## src/rtl/spi_pkg.sv

```systemverilog
// rtl/spi_pkg.sv - shared SPI link types and frame width
// Frame width is shared with spi_slave so both ends of the link agree.
package spi_pkg;

  localparam int SPI_WIDTH = 10;

  typedef enum logic [2:0] {
    IDLE,
    SETUP,
    HIGH,
    LOW,
    DONE
  } spi_state_t;

endpackage

```

## src/rtl/sck_tick_gen.sv

```systemverilog
// rtl/sck_tick_gen.sv - sck half-period divider
// Counts clk cycles while enabled and flags the last cycle of each sck phase.
module sck_tick_gen #(
  parameter int CLK_DIV = 4
) (
  input  logic clk,
  input  logic rst_n,
  input  logic en_i,
  input  logic clear_i,
  output logic phase_tick_o
);

  localparam int CW = (CLK_DIV > 1) ? $clog2(CLK_DIV) : 1;
  localparam logic [CW-1:0] LAST = CW'(CLK_DIV - 1);

  logic [CW-1:0] cnt_q, cnt_d;

  // The counter wraps on the tick itself, so every phase starts from zero.
  always_comb begin
    cnt_d = cnt_q;
    if (clear_i || !en_i) begin
      cnt_d = '0;
    end else if (cnt_q == LAST) begin
      cnt_d = '0;
    end else begin
      cnt_d = cnt_q + CW'(1);
    end
  end

  always_ff @(posedge clk or negedge rst_n) begin
    if (!rst_n) begin
      cnt_q <= '0;
    end else begin
      cnt_q <= cnt_d;
    end
  end

  assign phase_tick_o = en_i && !clear_i && (cnt_q == LAST);

endmodule

```

## src/rtl/spi_master.sv

```systemverilog
// rtl/spi_master.sv - SPI mode 0 master, one full-duplex WIDTH-bit frame per start
// Frame: SETUP, then WIDTH x (HIGH, LOW), then a single DONE cycle.
module spi_master
  import spi_pkg::*;
#(
  parameter int WIDTH   = SPI_WIDTH,
  parameter int CLK_DIV = 4
) (
  input  logic             clk,
  input  logic             reset,
  input  logic             start,
  input  logic [WIDTH-1:0] tx_data,
  input  logic             sdi,
  output logic             sck,
  output logic             sdo,
  output logic             busy,
  output logic             done,
  output logic [WIDTH-1:0] rx_data
);

  localparam int BW = (WIDTH > 1) ? $clog2(WIDTH) : 1;
  localparam logic [BW-1:0] BIT_LAST = BW'(WIDTH - 1);

  spi_state_t       state_q, state_d;
  logic [WIDTH-1:0] tx_q, tx_d;
  logic [WIDTH-1:0] rx_q, rx_d;
  logic [WIDTH-1:0] rxd_q, rxd_d;
  logic [BW-1:0]    bit_q, bit_d;
  logic             sck_q, sck_d;
  logic             sdo_q, sdo_d;
  logic             busy_q, busy_d;
  logic             done_q, done_d;
  logic             tick;
  logic             accept;
  logic             div_en;

  assign accept = start && !busy_q && (state_q == IDLE || state_q == DONE);
  assign div_en = (state_q == SETUP) || (state_q == HIGH) || (state_q == LOW);

  sck_tick_gen #(.CLK_DIV(CLK_DIV)) u_tick (
    .clk         (clk),
    .rst_n       (reset),
    .en_i        (div_en),
    .clear_i     (accept),
    .phase_tick_o(tick)
  );

  always_comb begin
    state_d = state_q;
    tx_d    = tx_q;
    rx_d    = rx_q;
    rxd_d   = rxd_q;
    bit_d   = bit_q;
    sck_d   = sck_q;
    sdo_d   = sdo_q;
    busy_d  = busy_q;
    done_d  = 1'b0;
    case (state_q)
      IDLE, DONE: begin
        if (accept) begin
          tx_d    = tx_data;
          sdo_d   = tx_data[WIDTH-1];
          busy_d  = 1'b1;
          bit_d   = '0;
          state_d = SETUP;
        end else begin
          state_d = IDLE;
        end
      end
      SETUP: begin
        if (tick) begin
          sck_d   = 1'b1;
          rx_d    = {rx_q[WIDTH-2:0], sdi};
          state_d = HIGH;
        end
      end
      HIGH: begin
        // sdo only moves on the falling edge so the slave sees it stable at the rise.
        if (tick) begin
          sck_d   = 1'b0;
          state_d = LOW;
          if (bit_q != BIT_LAST) begin
            tx_d  = {tx_q[WIDTH-2:0], 1'b0};
            sdo_d = tx_q[WIDTH-2];
          end
        end
      end
      LOW: begin
        if (tick) begin
          if (bit_q != BIT_LAST) begin
            bit_d   = bit_q + BW'(1);
            sck_d   = 1'b1;
            rx_d    = {rx_q[WIDTH-2:0], sdi};
            state_d = HIGH;
          end else begin
            done_d  = 1'b1;
            busy_d  = 1'b0;
            rxd_d   = rx_q;
            sdo_d   = 1'b0;
            state_d = DONE;
          end
        end
      end
      default: state_d = IDLE;
    endcase
  end

  always_ff @(posedge clk or negedge reset) begin
    if (!reset) begin
      state_q <= IDLE;
      tx_q    <= '0;
      rx_q    <= '0;
      rxd_q   <= '0;
      bit_q   <= '0;
      sck_q   <= 1'b0;
      sdo_q   <= 1'b0;
      busy_q  <= 1'b0;
      done_q  <= 1'b0;
    end else begin
      state_q <= state_d;
      tx_q    <= tx_d;
      rx_q    <= rx_d;
      rxd_q   <= rxd_d;
      bit_q   <= bit_d;
      sck_q   <= sck_d;
      sdo_q   <= sdo_d;
      busy_q  <= busy_d;
      done_q  <= done_d;
    end
  end

  assign sck     = sck_q;
  assign sdo     = sdo_q;
  assign busy    = busy_q;
  assign done    = done_q;
  assign rx_data = rxd_q;

endmodule

```

## config.mk

```make
export PLATFORM = sky130hd
export DESIGN_NAME = spi_master
export DESIGN_NICKNAME = d
export VERILOG_FILES = /design/src/rtl/spi_pkg.sv /design/src/rtl/sck_tick_gen.sv /design/src/rtl/spi_master.sv
export SDC_FILE = /design/constraint.sdc
export NUM_CORES = 1
export LEC_CHECK = 0
export CORE_ASPECT_RATIO = 0.5
export CORE_MARGIN = 5
export CORE_UTILIZATION = 53
export DETAILED_ROUTE_END_ITERATION = 10
export GPL_TIMING_DRIVEN = 0
export PLACE_DENSITY = 0.87
export REMOVE_ABC_BUFFERS = 1
export SETUP_SLACK_MARGIN = 0.05
export SLEW_MARGIN = 25
export SYNTH_ARGS = -nofsm -noshare
export SYNTH_HDL_FRONTEND = slang
export SYNTH_HIERARCHICAL = 1
export SYNTH_SLANG_ARGS = --single-unit
```

## constraint.sdc

```tcl
create_clock -name clk -period 2.8 [get_ports clk]
set_input_delay 0.42 -clock clk [delete_from_list [all_inputs] [get_ports clk]]
set_output_delay 0.42 -clock clk [all_outputs]
set_load 0.01 [all_outputs]
```

==> results.md, run 1 <==
* WL/cell at 15.38 µm
* Largest family of logic cells by synthesized area: multiplexers
* DRC at 0
* DIE AREA at 0.005001 mm²
* Synth cell count leaders: dfrtp_1, mux2_2, a21oi_1, nor2_1, inv_1
* Worst skew pair latency at 300 ps
* Worst-path cell chain: nor2_1 > nor2_1 > and3b_1 > nand2b_1 > a22o_1 > a211oi_4 > mux2_2
* Critical path data arrival time at 2790 ps
* Worst min-delay path class: in -> async
* Vias in the first global route at 1,255
* CP Launch Type: flip-flop
* CTS tree: yes
* CP Class: reg -> reg
* Final setup viols at 0
* Clk root buf: clkbuf_8
* Pleak at 1.072 nW
* First-pass GRT wire length at 6085 µm
* FF+latch area at 0.001052 mm²
* All-Layer GR Usage at 16.25%
* Area contributors post-synth: dfrtp_1, mux2_2, ha_1
* Reg2reg setup slack at 190 ps
* Post-route ant nets at 0
* Unrepaired setup endpoints after global routing: false
* Largest net degree at the start of global routing at 23
* EDFF count, synth at 0
* Async S/R FF share, synth at 100.0%
* Crit-path slowest cell: dfrtp_2
* Non-filler cells, final at 229
* Post-synthesis mux area share at 23.26%
* Core Footprint at 0.003453 mm²
* Filler Cells Inserted at 258
* Syn Area/Cell at 12.98 µm²
* Post-synthesis register bit count at 42
* Fin crit period at 2608 ps
* Initial antenna violation count at 0
* Vias/cell at 5.384
* Die Span Y at 52.57 µm
* Achievable Freq at 383.5 MHz
* Status: finished clean
* DP Cell Count at 221
* Die W at 95.13 µm
* Worst-margin pin slew at 521.7 ps
* Top-area cell type share of the netlist area at 54.72%
* Vias at 1,233
* Clock buffer depth at 2
* Ys flop type: dfrtp_1
* Post-Synth Adder-Cell Area at 1.954%
* Num ports at 28
* Sequential area share after synthesis at 54.72%
* RR Startpoint: state_q[0]$_DFFE_PN0P_
* CTS Sinks at 42
* Worst-path clk slew at 90 ps
* WL final at 3521 µm
* CTS buffer count at 5
* 1st-iter DRT viols at 53
* Layout cells sized above 1 at 29.78%
* Most common cell on crit path: nor2_1
* Synth Area in XOR/XNOR at 0.9121%
* Power per Cell Area at 481.8 mW/mm²
* HPWL after detailed placement at 2514 µm
* Reg2Reg Depth at 7
* P&R area growth vs syn at 23.13%
* Maximum vdd drop at 333.1 µV
* DR pass1 iterations at 4
* Final hold viol count at 0
* Gpl congestion at 0.7771
* Worst Setup End Kind: flip-flop
* Cell variety after synth at 32
* Post-CTS Setup Bufs at 0
* Critical path fanouts, max at 16
* Leading area contributor after synthesis: dfrtp_1
* Synthesized cell area at 0.001921 mm²
* Reg2reg end: tx_q[3]$_DFFE_PN0P_
* # hold bufs at CTS at 0
* Port bufs at 27
* Rows at 15
* Count leader, synth: dfrtp_1
* Fin crit share at 93.13%
* Area occupied by multi-input gates at 815.8 µm²
* Required time worst endpoint at 2980 ps
* Worst stage delay on the critical path at 580 ps
* Area share of and/or/nand/nor cells after synthesis at 10.55%
* ANT cells at 0
* Nets@finish at 194
* Starting Density at 55.62%
* Post-Syn Instances at 148
* Ys Warns at 6
* Delay-heaviest family, CP: simple AND/OR/NAND/NOR gates
* Max_cap viols at 0
* Finished Core Util at 68.48%
* Synth Area in Compound Gates at 5.537%
* Rel. slew slack at 65.11%
* CP Buf/Inv Count at 0
* Fin. max-slew vios at 0
* Worst Skew at 11.43 ps
* H-tree levels at 2
* GR Overflow Total at 0
## routing by layer
layer / vias up / track usage, % / routed length [µm]
met4: 0 / 5.981 / 31
met3: 5 / 4.017 / 133
met5: - / 0 / 0
met1: 623 / 20.57 / 1536
met2: 26 / 27.23 / 1820
li1: 579 / - / -
## sequential cells by signal (all words and copies together) (netlist names)
register,flops
state_q,3
rx_q,10
done,1
busy,1
sdo,1
u_tick/cnt_q,2
rx_data,10
bit_q,4
sck,1
tx_q,9
## report_power, final
part	internal (W)	total (W)	switching, W
clock	0.000265	0.000480	0.000215
sequential	0.000612	0.000614	0.00000267
combinational	0.0000277	0.0000449	0.0000172
## worst register-to-register path, stage by stage (launching register included)
cell and delay (ps):
dfrtp_2 580, nor2_1 140, nor2_1 190, and3b_1 380, nand2b_1 120, a22o_1 230, a211oi_4 440, mux2_2 400
## cell families after synthesis
kind of cell	Yosys count
mux	40
compound gates	15
simple gates	33
flops	42
buf+inv	13
xor+xnor	2
fa+ha+maj	3
## repair_timing
item / in CTS / in global routing
gates resized for setup: 2 / 0
pin swaps: 0 / 1
gates cloned: 0 / 0
endpoints found under the setup margin: 18 / 8
## final cells by class
class | count | area share (%)
Timing Repair Buffer | 28 | 12.38
Clock inverter | 3 | 1.905
Inverter | 7 | 1.111
Multi-Input combinational cell | 93 | 34.50
Tap cell | 51 | 2.698
Clock buffer | 5 | 2.910
Sequential cell | 42 | 44.50
## cell usage in the layout, fill, tap and decap left out
cell,Yosys,routed
dfrtp_1,42,41
mux2_2,37,37
clkdlybuf4s50_1,0,26
nor2_1,7,7
a21oi_1,7,7
inv_1,6,6
clkbuf_8,0,5
nand2b_1,4,4
nand2_1,4,4
and3b_1,3,3
nand3_1,3,3
mux2i_1,3,3
ha_1,3,3
nand3b_1,2,2
nor3_1,3,2
o21ai_0,2,2
o22a_1,2,2
clkinvlp_4,0,2
nor3_2,0,1
inv_2,1,1
and2b_1,1,1
nor2_4,1,1
a22o_1,1,1
a211oi_4,1,1
xnor2_1,1,1
o22ai_1,1,1
nor3b_1,1,1
a221oi_1,1,1
nor4bb_1,1,1
or4_1,1,1
xor2_1,1,1
or3_1,1,1
bufinv_16,0,1
buf_2,2,1
buf_16,0,1
dfrtp_2,0,1
nor4b_2,1,1
## how the worst max path moves through the flow
stage,start,to,slack (ps),cells after the start
5_1_grt,state_q[0]$_DFFE_PN0P_,tx_q[5]$_DFFE_PN0P_,70,7
3_3_place_gp,start,rx_q[8]$_DFFE_PN0P_,-230,7
2_1_floorplan,state_q[0]$_DFFE_PN0P_,tx_q[1]$_DFFE_PN0P_,400,6
6_report,state_q[0]$_DFFE_PN0P_,tx_q[3]$_DFFE_PN0P_,190,7
4_1_cts,state_q[0]$_DFFE_PN0P_,tx_q[3]$_DFFE_PN0P_,200,7
3_5_place_dp,start,rx_q[2]$_DFFE_PN0P_,-260,7
## per-stage QoR
step / setup WS (ps) / TNS (ps) / total power (W) / cell area, µm² / hold WS, ps
after CTS: 204.9 / 0 / 0.001149 / 2365 / 102.8
after global routing: 71.35 / 0 / 0.001185 / 2365 / 122.6
after global placement: -233.5 / -2831 / 0.0006673 / 2222 / 441.7
after detailed placement: -259.8 / -3191 / 0.0006731 / 2245 / 425.3
final: 192.4 / 0 / 0.001139 / 2365 / 87.56
after floorplan: 401.6 / 0 / 0.0006368 / 1888 / 124.4
Note: power is estimated with default switching activity, not from simulation.
==> run 2: changes to the inputs <==
- ABC_AREA: not set -> 1
- CORE_UTILIZATION: 53 -> 54
==> results.md, run 2 <==
* Ys flop type: dfrtp_1
* WL/cell at 11.71 µm (-24%)
* Vias in the first global route at 1,623 (+29%)
* Worst Skew at 4.130 ps (-7.300 ps)
* Pleak at 1.275 nW (+19%)
* GR Layer Usage met3 at 4.962% (+0.94 points)
* Die Span Y at 54.26 µm (+3.2%)
* Nets@finish at 296 (+53%)
* DR pass1 iterations at 4 (unchanged)
* Power per Cell Area at 413.3 mW/mm² (-14%)
* Core Footprint at 0.003844 mm² (+11%)
* Met2 Track Usage GR at 29.64% (+2.4 points)
* # hold bufs at CTS at 0 (unchanged)
* Vias/cell at 4.868 (-9.6%)
* Die W at 98.52 µm (+3.6%)
* Required time worst endpoint at 2980 ps (about the same)
* Layout cells sized above 1 at 17.20% (-13 points)
* Top-area cell type share of the netlist area at 49.67% (-5.0 points)
* Fin. max-slew vios at 0 (unchanged)
* WL final at 3900 µm (+11%)
* Syn Area/Cell at 8.396 µm² (-35%)
* Combinational Power Share at 4.8% (+0.9 points)
* HPWL after detailed placement at 2855 µm (+14%)
* Clock power share at 35.3% (-6.8 points)
* Filler Cells Inserted at 333 (+29%)
* Clk root buf: clkbuf_8
* P&R area growth vs syn at 17.80%
* Finished Core Util at 64.84% (-3.6 points)
* CP Class: reg -> reg
* Ys Warns at 6 (unchanged)
* Post-Syn Instances at 252 (+70%)
* Switching pwr at 0.0002243 W (-4.4%)
* Count leader, synth: nand2_1
* Reg2reg setup slack at 320 ps (+130 ps)
* Hold_ws at 78.44 ps (-9.113 ps)
* Critical Path Start: state_q[1]$_DFFE_PN0P_
* Fin crit period at 2478 ps (-129.8 ps)
* Commonest non-fill, non-tap cell in the layout: nand2_1
* Final hold viol count at 0 (unchanged)
* Sw Share at 21.77% (+1.2 points)
* Max_cap viols at 0 (unchanged)
* DIE AREA at 0.005346 mm² (+6.9%)
* Sequential area share after synthesis at 49.67% (-5.0 points)
* Worst skew pair latency at 290 ps (about the same)
* Rel. slew slack at 63.79% (-1.3 points)
* Status: finished clean
* Port bufs at 27 (unchanged)
* First-pass GRT wire length at 6865 µm (+13%)
* Starting Density at 55.05% (-0.57 points)
* EDFF count, synth at 0 (unchanged)
* Cell variety after synth at 25 (-22%)
* Largest net degree at the start of global routing at 25 (+8.7%)
* CP Launch Type: flip-flop
* Worst min-delay path class: in -> async
* Worst-path clk slew at 80 ps (about the same)
* Post-synthesis register bit count at 42 (unchanged)
* Vias at 1,621 (+31%)
* Busiest grt layer: met2
* Gpl congestion at 0.7548 (-2.9%)
* RR Startpoint: state_q[1]$_DFFE_PN0P_
* Worst Setup End Kind: flip-flop
* Final setup viols at 0 (unchanged)
* Critical path fanouts, max at 10 (-6)
* Clock buffer depth at 2 (unchanged)
* Pint at 0.0008058 W (-11%)
* Sequential share of power at 59.9% (+6.0 points)
* DRC at 0 (unchanged)
* Critical path data arrival time at 2650 ps (-140 ps)
* Rows at 16 (+1)
* ANT cells at 0 (unchanged)
* Area contributors post-synth: dfrtp_1, nand2_1, nand2_2
* All-Layer GR Usage at 16.15% (-0.10 points)
* Unrepaired setup endpoints after global routing: false
* GR Util met1 at 18.99% (-1.6 points)
* Num ports at 28 (unchanged)
* Post-route ant nets at 0 (unchanged)
* Post-CTS Setup Bufs at 0 (unchanged)
* CTS Sinks at 42 (unchanged)
* Fin crit share at 88.49% (-4.6 points)
* Synthesized cell area at 0.002116 mm² (+10%)
* GR Overflow Total at 0 (unchanged)
* Synth cell count leaders: nand2_1, dfrtp_1, inv_1
* Most frequent cells in the layout: nand2_1, dfrtp_1, clkdlybuf4s50_1
* H-tree levels at 2 (unchanged)
* Worst-margin pin slew at 541.3 ps (+19.63 ps)
* Initial antenna violation count at 0 (unchanged)
* CTS tree: yes
* Achievable Freq at 403.6 MHz (+5.2%)
* Async S/R FF share, synth at 100.0% (unchanged)
* Total negative slack at 0 ps (unchanged)
* CTS buffer count at 5 (unchanged)
* 1st-iter DRT viols at 96 (+81%)
* Maximum vdd drop at 271.5 µV (-19%)
* Leading area contributor after synthesis: dfrtp_1
[run 2: changes by cell type in the layout (fill, tap and decap cells not counted), moves of 4 or more]
| cell | delta |
|---|---|
| a21oi_1 | -7 |
| inv_1 | +15 |
| mux2_2 | -37 |
| nand2_1 | +91 |
| nand2_2 | +14 |
| nand2b_1 | -4 |
| nand3_1 | +11 |
| nor2_1 | +4 |
| nor2_2 | +4 |
| o21ai_0 | +4 |
| o21ai_1 | +9 |
| o21ai_2 | +9 |
[run 2: worst max-delay path, cell delays in order, from the launching register on]
cell and delay, ps:
dfrtp_1 630, nor2_4 100, nor2_1 210, nand2_2 110
nor2_1 430, nand2_1 210, a21oi_4 310, nand2_2 190
nand2_1 110, nand2_1 70
[run 2: cells by family (layout without fill, tap and decap cells)]
logic type / after synthesis / in the layout / share of synthesized area, %
buffers and inverters: 32 / 59 / 7.451
AO/OA/AOI/OAI: 26 / 26 / 8.398
AND/OR/NAND/NOR: 148 / 148 / 32.29
XOR/XNOR: 1 / 1 / 0.4140
adder cells (fa/ha/maj): 3 / 3 / 1.774
flip-flops: 42 / 42 / 49.67
[run 2: final timing paths]
path,end,cells past startpoint
max,tx_q[8]$_DFFE_PN0P_,9
max reg2reg,tx_q[8]$_DFFE_PN0P_,9
min in group clk,tx_q[4]$_DFFE_PN0P_,2
min reg2reg,tx_q[4]$_DFFE_PN0P_,2
min,rx_data[1]$_DFFE_PN0P_,1
max in group asynchronous,tx_q[2]$_DFFE_PN0P_,2
[run 2: power groups by stage]
stage	Sequential (W)	Clock [W]	Combinational, W
detailed placement	0.000629	0	0.0000510
finish	0.000617	0.000363	0.0000497
global route	0.000618	0.000396	0.0000558
CTS	0.000617	0.000369	0.0000514
global placement	0.000629	0	0.0000453
floorplan	0.000628	0	0.0000124
[run 2: what timing repair did]
item | CTS | global route
endpoints found under the setup margin | 0 | 10
endpoints found under the hold margin | 0 | 0
gates resized for setup | 0 | 1
[run 2: area by class of cell]
type / count / area, µm² / share of cell area [%]
flip-flops and latches: 42 / 1051 / 42.17
multi-input cells: 178 / 912.1 / 36.60
repair buffers: 28 / 292.8 / 11.75
inverters: 24 / 90.09 / 3.614
clock buffers: 5 / 68.82 / 2.761
well taps: 54 / 67.56 / 2.711
clock inverters: 2 / 10.01 / 0.4016
[run 2: metal layers]
metal / routed length (µm) / part of all wire [%]
met5: 0 / 0
met4: 52 / 1.3
met3: 143 / 3.7
met2: 1927 / 49
met1: 1776 / 46
[run 2: through the flow]
stage / total power [W] / instance area (µm²) / instances / worst slack, ps
floorplan: 0.0006409 / 2048 / 244 / 733.2
global placement: 0.0006741 / 2386 / 325 / 126.1
detailed placement: 0.0006803 / 2409 / 326 / 79.59
CTS: 0.001038 / 2487 / 333 / 253.0
global route: 0.001069 / 2492 / 333 / 62.00
finish: 0.001030 / 2492 / 333 / 322.2
